`config.mk`:
```
export PLATFORM = sky130hd
export DESIGN_NAME = nic_access_arbiter
export DESIGN_NICKNAME = d
export VERILOG_FILES = /design/src/rtl/nic_access_arbiter.sv
export SDC_FILE = /design/constraint.sdc
export NUM_CORES = 1
export LEC_CHECK = 0
export CAP_MARGIN = 25
export CORE_AREA = 2 2 187 189
export CTS_CLUSTER_SIZE = 24
export DETAILED_ROUTE_END_ITERATION = 16
export DIE_AREA = 0 0 189 191
export PLACE_DENSITY = 0.48
export SKIP_LAST_GASP = 1
export SYNTH_ARGS = -nofsm -noshare
export SYNTH_HDL_FRONTEND = slang
export SYNTH_SLANG_ARGS = --single-unit
```
`constraint.sdc`:
```
create_clock -name clk -period 3.45 [get_ports clk]
set_clock_uncertainty 0.1 [all_clocks]
set_input_delay 0.69 -clock clk [delete_from_list [all_inputs] [get_ports clk]]
set_output_delay 0.69 -clock clk [all_outputs]
set_load 0.01 [all_outputs]
```
`src/rtl/nic_access_arbiter.sv`:
```
// nic_access_arbiter: round-robin, optionally locked sharing of one NIC CPU port among NUM_REQ requesters
module nic_access_arbiter #(
  parameter int NUM_REQ = 4,
  parameter int PACKET_WIDTH = 64,
  parameter int ADDR_WIDTH = 2,
  parameter int LOCK_MAX = 4
) (
  input  logic                            clk,
  input  logic                            reset,
  input  logic [NUM_REQ-1:0]              req,
  input  logic [NUM_REQ-1:0]              req_wr,
  input  logic [NUM_REQ-1:0]              req_lock,
  input  logic [NUM_REQ*ADDR_WIDTH-1:0]   req_addr,
  input  logic [NUM_REQ*PACKET_WIDTH-1:0] req_data,
  output logic [NUM_REQ-1:0]              gnt,
  output logic [NUM_REQ-1:0]              rsp_valid,
  output logic [PACKET_WIDTH-1:0]         rsp_data,
  output logic [ADDR_WIDTH-1:0]           addr,
  output logic [PACKET_WIDTH-1:0]         d_in,
  input  logic [PACKET_WIDTH-1:0]         d_out,
  output logic                            nicEn,
  output logic                            nicEnWR
);
  localparam int PW = $clog2(NUM_REQ);
  localparam int LW = $clog2(LOCK_MAX + 1);
  localparam logic [1:0] IDLE = 2'd0, ISSUE = 2'd1, RESP = 2'd2;
  logic [1:0] state;
  logic [PW-1:0] ptr, owner, win, k, sel;
  logic [LW-1:0] lock_cnt;
  logic relock, start;
  always_comb begin
    win = '0;
    k = '0;
    for (int i = NUM_REQ - 1; i >= 0; i--) begin
      k = PW'((int'(ptr) + i) % NUM_REQ);
      win = req[k] ? k : win;
    end
    relock = state == RESP && req_lock[owner] && req[owner] && lock_cnt < LW'(LOCK_MAX - 1);
    start = (state == IDLE && |req) || relock;
    sel = state == IDLE ? win : owner;
  end
  always_ff @(posedge clk) begin
    if (reset) begin
      state <= IDLE;
      ptr <= '0;
      owner <= '0;
      lock_cnt <= '0;
      gnt <= '0;
      rsp_valid <= '0;
      rsp_data <= '0;
      addr <= '0;
      d_in <= '0;
      nicEn <= 1'b0;
      nicEnWR <= 1'b0;
    end else begin
      gnt <= '0;
      rsp_valid <= '0;
      addr <= '0;
      d_in <= '0;
      nicEn <= 1'b0;
      nicEnWR <= 1'b0;
      if (start) begin
        state <= ISSUE;
        owner <= sel;
        lock_cnt <= relock ? lock_cnt + LW'(1) : '0;
        gnt <= NUM_REQ'(1) << sel;
        nicEn <= 1'b1;
        nicEnWR <= req_wr[sel];
        addr <= req_addr[sel*ADDR_WIDTH +: ADDR_WIDTH];
        d_in <= req_data[sel*PACKET_WIDTH +: PACKET_WIDTH];
      end else if (state == ISSUE) begin
        state <= RESP;
        rsp_valid <= NUM_REQ'(1) << owner;
        ptr <= owner == PW'(NUM_REQ - 1) ? '0 : owner + PW'(1);
        if (!nicEnWR) rsp_data <= d_out;
      end else begin
        state <= IDLE;
        lock_cnt <= '0;
      end
    end
  end
endmodule

```
==> flow_summary.yaml, run 1 <==
synth:
  netlist.area_leader.share_pct: 46.69
  synth_area_leaders: "dfxtp_1 (47%), mux2i_1 (21%), nand2_1 (8.0%)"
  synth_seq_cells: 148
  yosysUniqueCellTypes: 35
  yosysSeqAreaShare_pct: 46.69
  synth_edf_count: 0
  syn_avg_cell_area_um2: 9.586
  synthFlopType: "dfxtp_1"
  yosys.area.top_type: "dfxtp_1"
  netlist_area_mm2: 0.006346
  synth_commonest_cells: "dfxtp_1 (148), nand2_1 (136), mux2i_1 (134)"
  ys_async_sr_fraction_pct: 0
  syn_inst: 662
  syn-num-nets: 1006
  yosysMostFrequentCell: "dfxtp_1"
  yosysWarnings: 0
routing:
  routedWlPerCell_um: 19.29
  firstDrtPassIters: 4
  routed_wl_um: 31150
  via_per_inst: 4.166
  drtAntennaViolNets: 0
  drc: 0
  drt_iter0_markers: 197
  vias: 6728
pwr:
  p_comb_share_pct: 33.8
  pwr-share-seq_pct: 35.1
  powerDensity_mw_per_mm2: 458.4
  p_sw_uw: 1678
  power.leakage_uw: 0.005062
  peakVddDrop_v: 0.0003415
  internal-power_uw: 4008
  p_clk_share_pct: 31.2
  p_sw_share_pct: 29.51
timing:
  hold_viol_final: 0
  grt_setup_unrepaired: "no"
  max_freq_mhz: 351.6
  fin_ws_ps: 605.5
  finalCriticalPeriod_ps: 2844
  period_share_pct: 82.45
  worstMarginPinSlew_ps: 846.4
  finalSetupTns_ps: 0
  maxSlewViolCount: 0
  max_slew_margin_pct: 43.44
  setup_violations: 0
worst_setup_path:
  critPathKind: "in2reg"
  worstPathRequired_ps: 3710
  crit_arrival_ps: 3100
  worstSetupEndpointType: "register"
  crit_fanout: 14
  cp-start-kind: "input port"
die:
  core-area_mm2: 0.03412
  die_h_um: 191
  ios: 482
  rows: 68
  fp.dieW_um: 189
  start_util_pct: 18.60
  die_area_mm2: 0.03610
clocking:
  tritoncts: "built"
  cts-root-buf: "clkbuf_16"
  htree_levels: 4
  clockBufferDepth: 2
  cts.clk_slew.worst_paths_ps: 60
  cts-resized-gates: 0
  clk-insertion-delay-late_ps: 430
  clock_sinks: 148
  cts_buffers: 17
  post_cts_buffers: 0
  holdBufCountCts: 0
placement:
  post-place-ws_ps: 132.7
  hpwl_um: 24980
  port_buffers: 481
  place_congestion: 0.7800
flow_run:
  max_cap_violations: 0
finish:
  ff_latch_area_mm2: 0.002963
  syn_to_final_growth_pct: 95.48
  drive_above_1_share_pct: 8.745
  multi_input_area_mm2: 0.003169
  fillers: 3468
  layout.nets: 1486
grt:
  grt_pass1_vias: 6821
  grt-ovfl-total: 0
  grt.total_usage_pct: 16.84
  antenna_found_initial: 9
  grt_pass1_wl_um: 44030
  grt_start_max_net_pins: 75
worst_hold_path:
  hp-class: "reg2reg"
status:
  status: "finished, final reports clean"
==> final timing paths <==
path	start	to	slack [ps]	cells after the start
max	req[3]	d_in[58]$_SDFF_PP0_	610	9
min	rsp_data[5]$_SDFFE_PP0P_	rsp_data[5]$_SDFFE_PP0P_	350	2
max reg2reg	owner[1]$_SDFFE_PP0P_	d_in[58]$_SDFF_PP0_	840	7
min reg2reg	rsp_data[5]$_SDFFE_PP0P_	rsp_data[5]$_SDFFE_PP0P_	350	2
==> area by class of cell <==
| cell class | count | share of cell area [%] |
|---|---|---|
| Timing Repair Buffer | 514 | 41.47 |
| Multi-Input combinational cell | 459 | 25.55 |
| Sequential cell | 148 | 23.88 |
| Tap cell | 455 | 4.589 |
| Clock buffer | 23 | 3.691 |
| Clock inverter | 9 | 0.6556 |
| Antenna cell | 5 | 0.1009 |
| Inverter | 2 | 0.06051 |
==> critical path, cell delays in order <==
cell and delay [ps]:
clkdlybuf4s50_1 530, nand2_1 60, mux4_2 520, o21ai_2 190, nand2b_2 100, inv_2 100
or3b_4 490, buf_4 230, o22ai_1 170
==> layer usage <==
layer / global-route usage [%] / wire, um / share of wire, % / vias to the layer above
met5: 0 / 57 / 0.18 / -
met4: 6.310 / 563 / 1.8 / 8
met3: 7.197 / 3044 / 9.8 / 34
met2: 29.50 / 15720 / 50 / 292
met1: 17.97 / 11770 / 38 / 3074
li1: - / - / - / 3320
==> power by group through the flow <==
stage                     Sequential, uW  Clock, uW  Combinational [uW]
after floorplan                     2110          0                 764
after global placement              2030          0                1940
after detailed placement            2030          0                1950
after CTS                           2000       1840                1950
after global routing                2020       1910                2070
final                               1990       1770                1920
==> kinds of logic (layout without fill, tap and decap cells) <==
logic type / count (synthesis) / after routing / share of synthesized area, %
AO/OA/AOI/OAI: 151 / 151 / 16.66
buffers and inverters: 55 / 548 / 3.766
AND/OR/NAND/NOR: 171 / 171 / 11.00
flip-flops: 148 / 148 / 46.69
multiplexers: 135 / 135 / 21.49
other: 0 / 5 / 0
adder cells (fa/ha/maj): 2 / 2 / 0.3943
==> stage by stage <==
stage	utilization (%)	area, um2	instances	hold slack (ps)	total power (uW)
floorplan	-	6346	662	366.1	2876
global placement	34.74	11850	1578	341.5	3976
detailed placement	34.74	11850	1578	345.9	3979
CTS	36.32	12390	1610	354.6	5789
global route	36.36	12410	1615	369.9	5990
finish	36.36	12410	1615	351.3	5687
==> state kept, by name, indices dropped and copies added (netlist names) <==
name       cells
gnt            4
addr           2
nicEn          1
d_in          64
rsp_data      64
state          1
ptr            2
lock_cnt       3
rsp_valid      4
owner          2
nicEnWR        1
==> cells in the final DEF (no fill, tap or decap), types with 2 or more instances in the layout <==
cell type,instances
nand2_1,136
nand2b_2,2
clkbuf_1,5
mux2i_1,134
clkdlybuf4s50_1,480
clkinv_2,4
a211oi_1,2
o22ai_1,37
o22ai_2,30
diode_2,5
nor2_1,12
nor2b_1,3
buf_12,7
nor3_1,4
dfxtp_1,148
clkbuf_16,17
nand2b_1,5
o21ai_0,3
a22oi_1,2
clkinvlp_4,3
and3_1,3
ha_1,2
a21oi_1,70
buf_4,26
(Power assumes the default switching activity.)
==> inputs of run 2 (changes only) <==
--- a/config.mk
+++ b/config.mk
@@ -6,11 +6,11 @@
 export NUM_CORES = 1
 export LEC_CHECK = 0
 export CAP_MARGIN = 25
-export CORE_AREA = 2 2 187 189
+export CORE_AREA = 2 2 185 187
 export CTS_CLUSTER_SIZE = 24
 export DETAILED_ROUTE_END_ITERATION = 16
-export DIE_AREA = 0 0 189 191
-export PLACE_DENSITY = 0.48
+export DIE_AREA = 0 0 187 189
+export PLACE_DENSITY = 0.5
 export SKIP_LAST_GASP = 1
 export SYNTH_ARGS = -nofsm -noshare
 export SYNTH_HDL_FRONTEND = slang
==> constraint.sdc (replaced) <==
create_clock -name clk -period 2.52 [get_ports clk]
set_clock_uncertainty 0.1 [all_clocks]
set_input_delay 0.504 -clock clk [delete_from_list [all_inputs] [get_ports clk]]
set_output_delay 0.504 -clock clk [all_outputs]
set_load 0.01 [all_outputs]
==> flow_summary.yaml, run 2 (synthesis results as in run 1) <==
grt:
  grtUsageMet2_pct: 30.18
  antenna_found_initial: 6
  grt.total_usage_pct: 16.86
  grt_start_max_net_pins: 75
  met1_usage_pct: 17.54
  use_met3_pct: 7.618
  grt-ovfl-total: 0
  grt_pass1_vias: 7091
  grt-busiest-layer: "met2"
  grt_pass1_wl_um: 43940
die:
  fp.dieW_um: 187
  ios: 482
  core-area_mm2: 0.03328
  die_area_mm2: 0.03534
  die_h_um: 189
  rows: 67
  start_util_pct: 19.07
finish:
  final_common_cell: "clkdlybuf4s50_1"
  fillers: 3357
  fin_util_pct: 38.33
  ff_latch_area_mm2: 0.002963
  stdcell_count: 1620
  syn_to_final_growth_pct: 101.0
  multi_input_area_mm2: 0.003221
  drive_above_1_share_pct: 10.43
  mostFrequentLayoutCells: "clkdlybuf4s50_1 (475), dfxtp_1 (148), nand2_1 (136)"
  layout.nets: 1503
  reg_top3: "d_in (64), rsp_data (64)"
worst_setup_path:
  crit_fanout: 7
  r2r-end: "d_in[43]$_SDFF_PP0_"
  ff2ff_setup_slack_ps: 160
  worstPathRequired_ps: 2780
  cp_slowest_cell: "mux4_2"
  critPathKind: "in2reg"
  crit-reg2reg-launch: "owner[1]$_SDFFE_PP0P_"
  crit_chain: "clkdlybuf4s50_1 > nand2_1 > mux4_2 > o21ai_4 > nand2b_4 > inv_4 > or3b_4 > clkbuf_16 > o22ai_1"
  reg2regPathDepth: 7
  slowest_delay_ps: 500
  worstSetupEndpointType: "register"
  cp-start-kind: "input port"
  crit_arrival_ps: 2740
clocking:
  cts_buffers: 17
  holdBufCountCts: 0
  clock_sinks: 148
  tritoncts: "built"
  cts-root-buf: "clkbuf_16"
  post_cts_buffers: 0
  cts.clk_slew.worst_paths_ps: 60
  clockBufferDepth: 2
  htree_levels: 4
  clk-insertion-delay-late_ps: 430
timing:
  setup_violations: 0
  worstMarginPinSlew_ps: 827.0
  finalCriticalPeriod_ps: 2483
  max_freq_mhz: 402.8
  maxSlewViolCount: 0
  period_share_pct: 98.52
  max_slew_margin_pct: 44.87
  finalSetupTns_ps: 0
  hold_viol_final: 0
  grt_setup_unrepaired: "yes"
pwr:
  p_clk_share_pct: 32.9
  finalPower_uw: 8206
  p_comb_share_pct: 33.9
  internal-power_uw: 5881
  peakVddDrop_v: 0.0004170
  power.leakage_uw: 0.005292
  pwr-share-seq_pct: 33.2
  p_sw_share_pct: 28.32
  powerDensity_mw_per_mm2: 643.3
  p_sw_uw: 2324
placement:
  place_congestion: 0.8380
  place_inst: 1583
  port_buffers: 481
  hpwl_um: 24350
routing:
  drc: 0
  via_per_inst: 4.207
  firstDrtPassIters: 4
  routed_wl_um: 31050
  drtAntennaViolNets: 0
  routedWlPerCell_um: 19.17
  vias: 6816
  drt_iter0_markers: 170
status:
  status: "finished, final reports clean"
worst_hold_path:
  hp-class: "reg2reg"
  holdPathEnd: "rsp_data[38]$_SDFFE_PP0P_"
  hp-start: "rsp_data[38]$_SDFFE_PP0P_"
  hold_depth: 2
flow_run:
  max_cap_violations: 0
==> run 2: final cells by class <==
type | instances | area share (%)
tap | 448 | 4.394
timing repair buffer | 530 | 42.29
clock buffer | 20 | 3.502
sequential | 148 | 23.23
multi-input combinational | 460 | 25.25
antenna | 2 | 0.03923
clock inverter | 10 | 1.226
inverter | 2 | 0.07847
==> run 2: critical path, delay by kind of cell <==
kind                   cells  cell delay, ps
buffers and inverters      3             730
AND/OR/NAND/NOR            3             630
AO/OA/AOI/OAI              2             370
multiplexers               1             500
==> run 2: power by group through the flow <==
stage               clock network (uW)  logic (uW)  registers (uW)
global placement                     0        2730            2780
finish                            2700        2780            2720
CTS                               2780        2740            2730
global route                      2880        2980            2750
detailed placement                   0        2730            2770
floorplan                            0        1050            2890
==> run 2: layer usage <==
layer / vias to the layer above / wire [um]
met4: 6 / 470
met3: 33 / 3003
li1: 3336 / -
met1: 3149 / 11650
met2: 292 / 15880
met5: - / 43
==> run 2: through the flow <==
stage          hold WS [ps]  cell area [um2]  setup WS (ps)
2_1_floorplan         366.1             6346          44.39
3_3_place_gp          341.1            11970         -406.7
3_5_place_dp          346.7            11970         -469.9
4_1_cts               354.8            12590          15.69
5_1_grt               366.4            12760         -3.309
6_report              351.1            12760          37.37
==> run 2: what timing repair did <==
item / in CTS / in global routing
setup endpoints to repair: 1 / 67
pin swaps: 0 / 3
gates cloned: 0 / 5
hold endpoints to repair: 0 / 0
resized for setup: 2 / 17
==> run 2: worst max path at each step <==
stage / slack (ps) / start / end
2_1_floorplan: 40 / req_lock[3] / d_in[19]$_SDFF_PP0_
3_3_place_gp: -410 / req[3] / d_in[51]$_SDFF_PP0_
3_5_place_dp: -470 / req[1] / d_in[50]$_SDFF_PP0_
4_1_cts: 20 / req[1] / d_in[43]$_SDFF_PP0_
5_1_grt: -3 / req_lock[1] / d_in[41]$_SDFF_PP0_
6_report: 40 / req_lock[1] / d_in[43]$_SDFF_PP0_
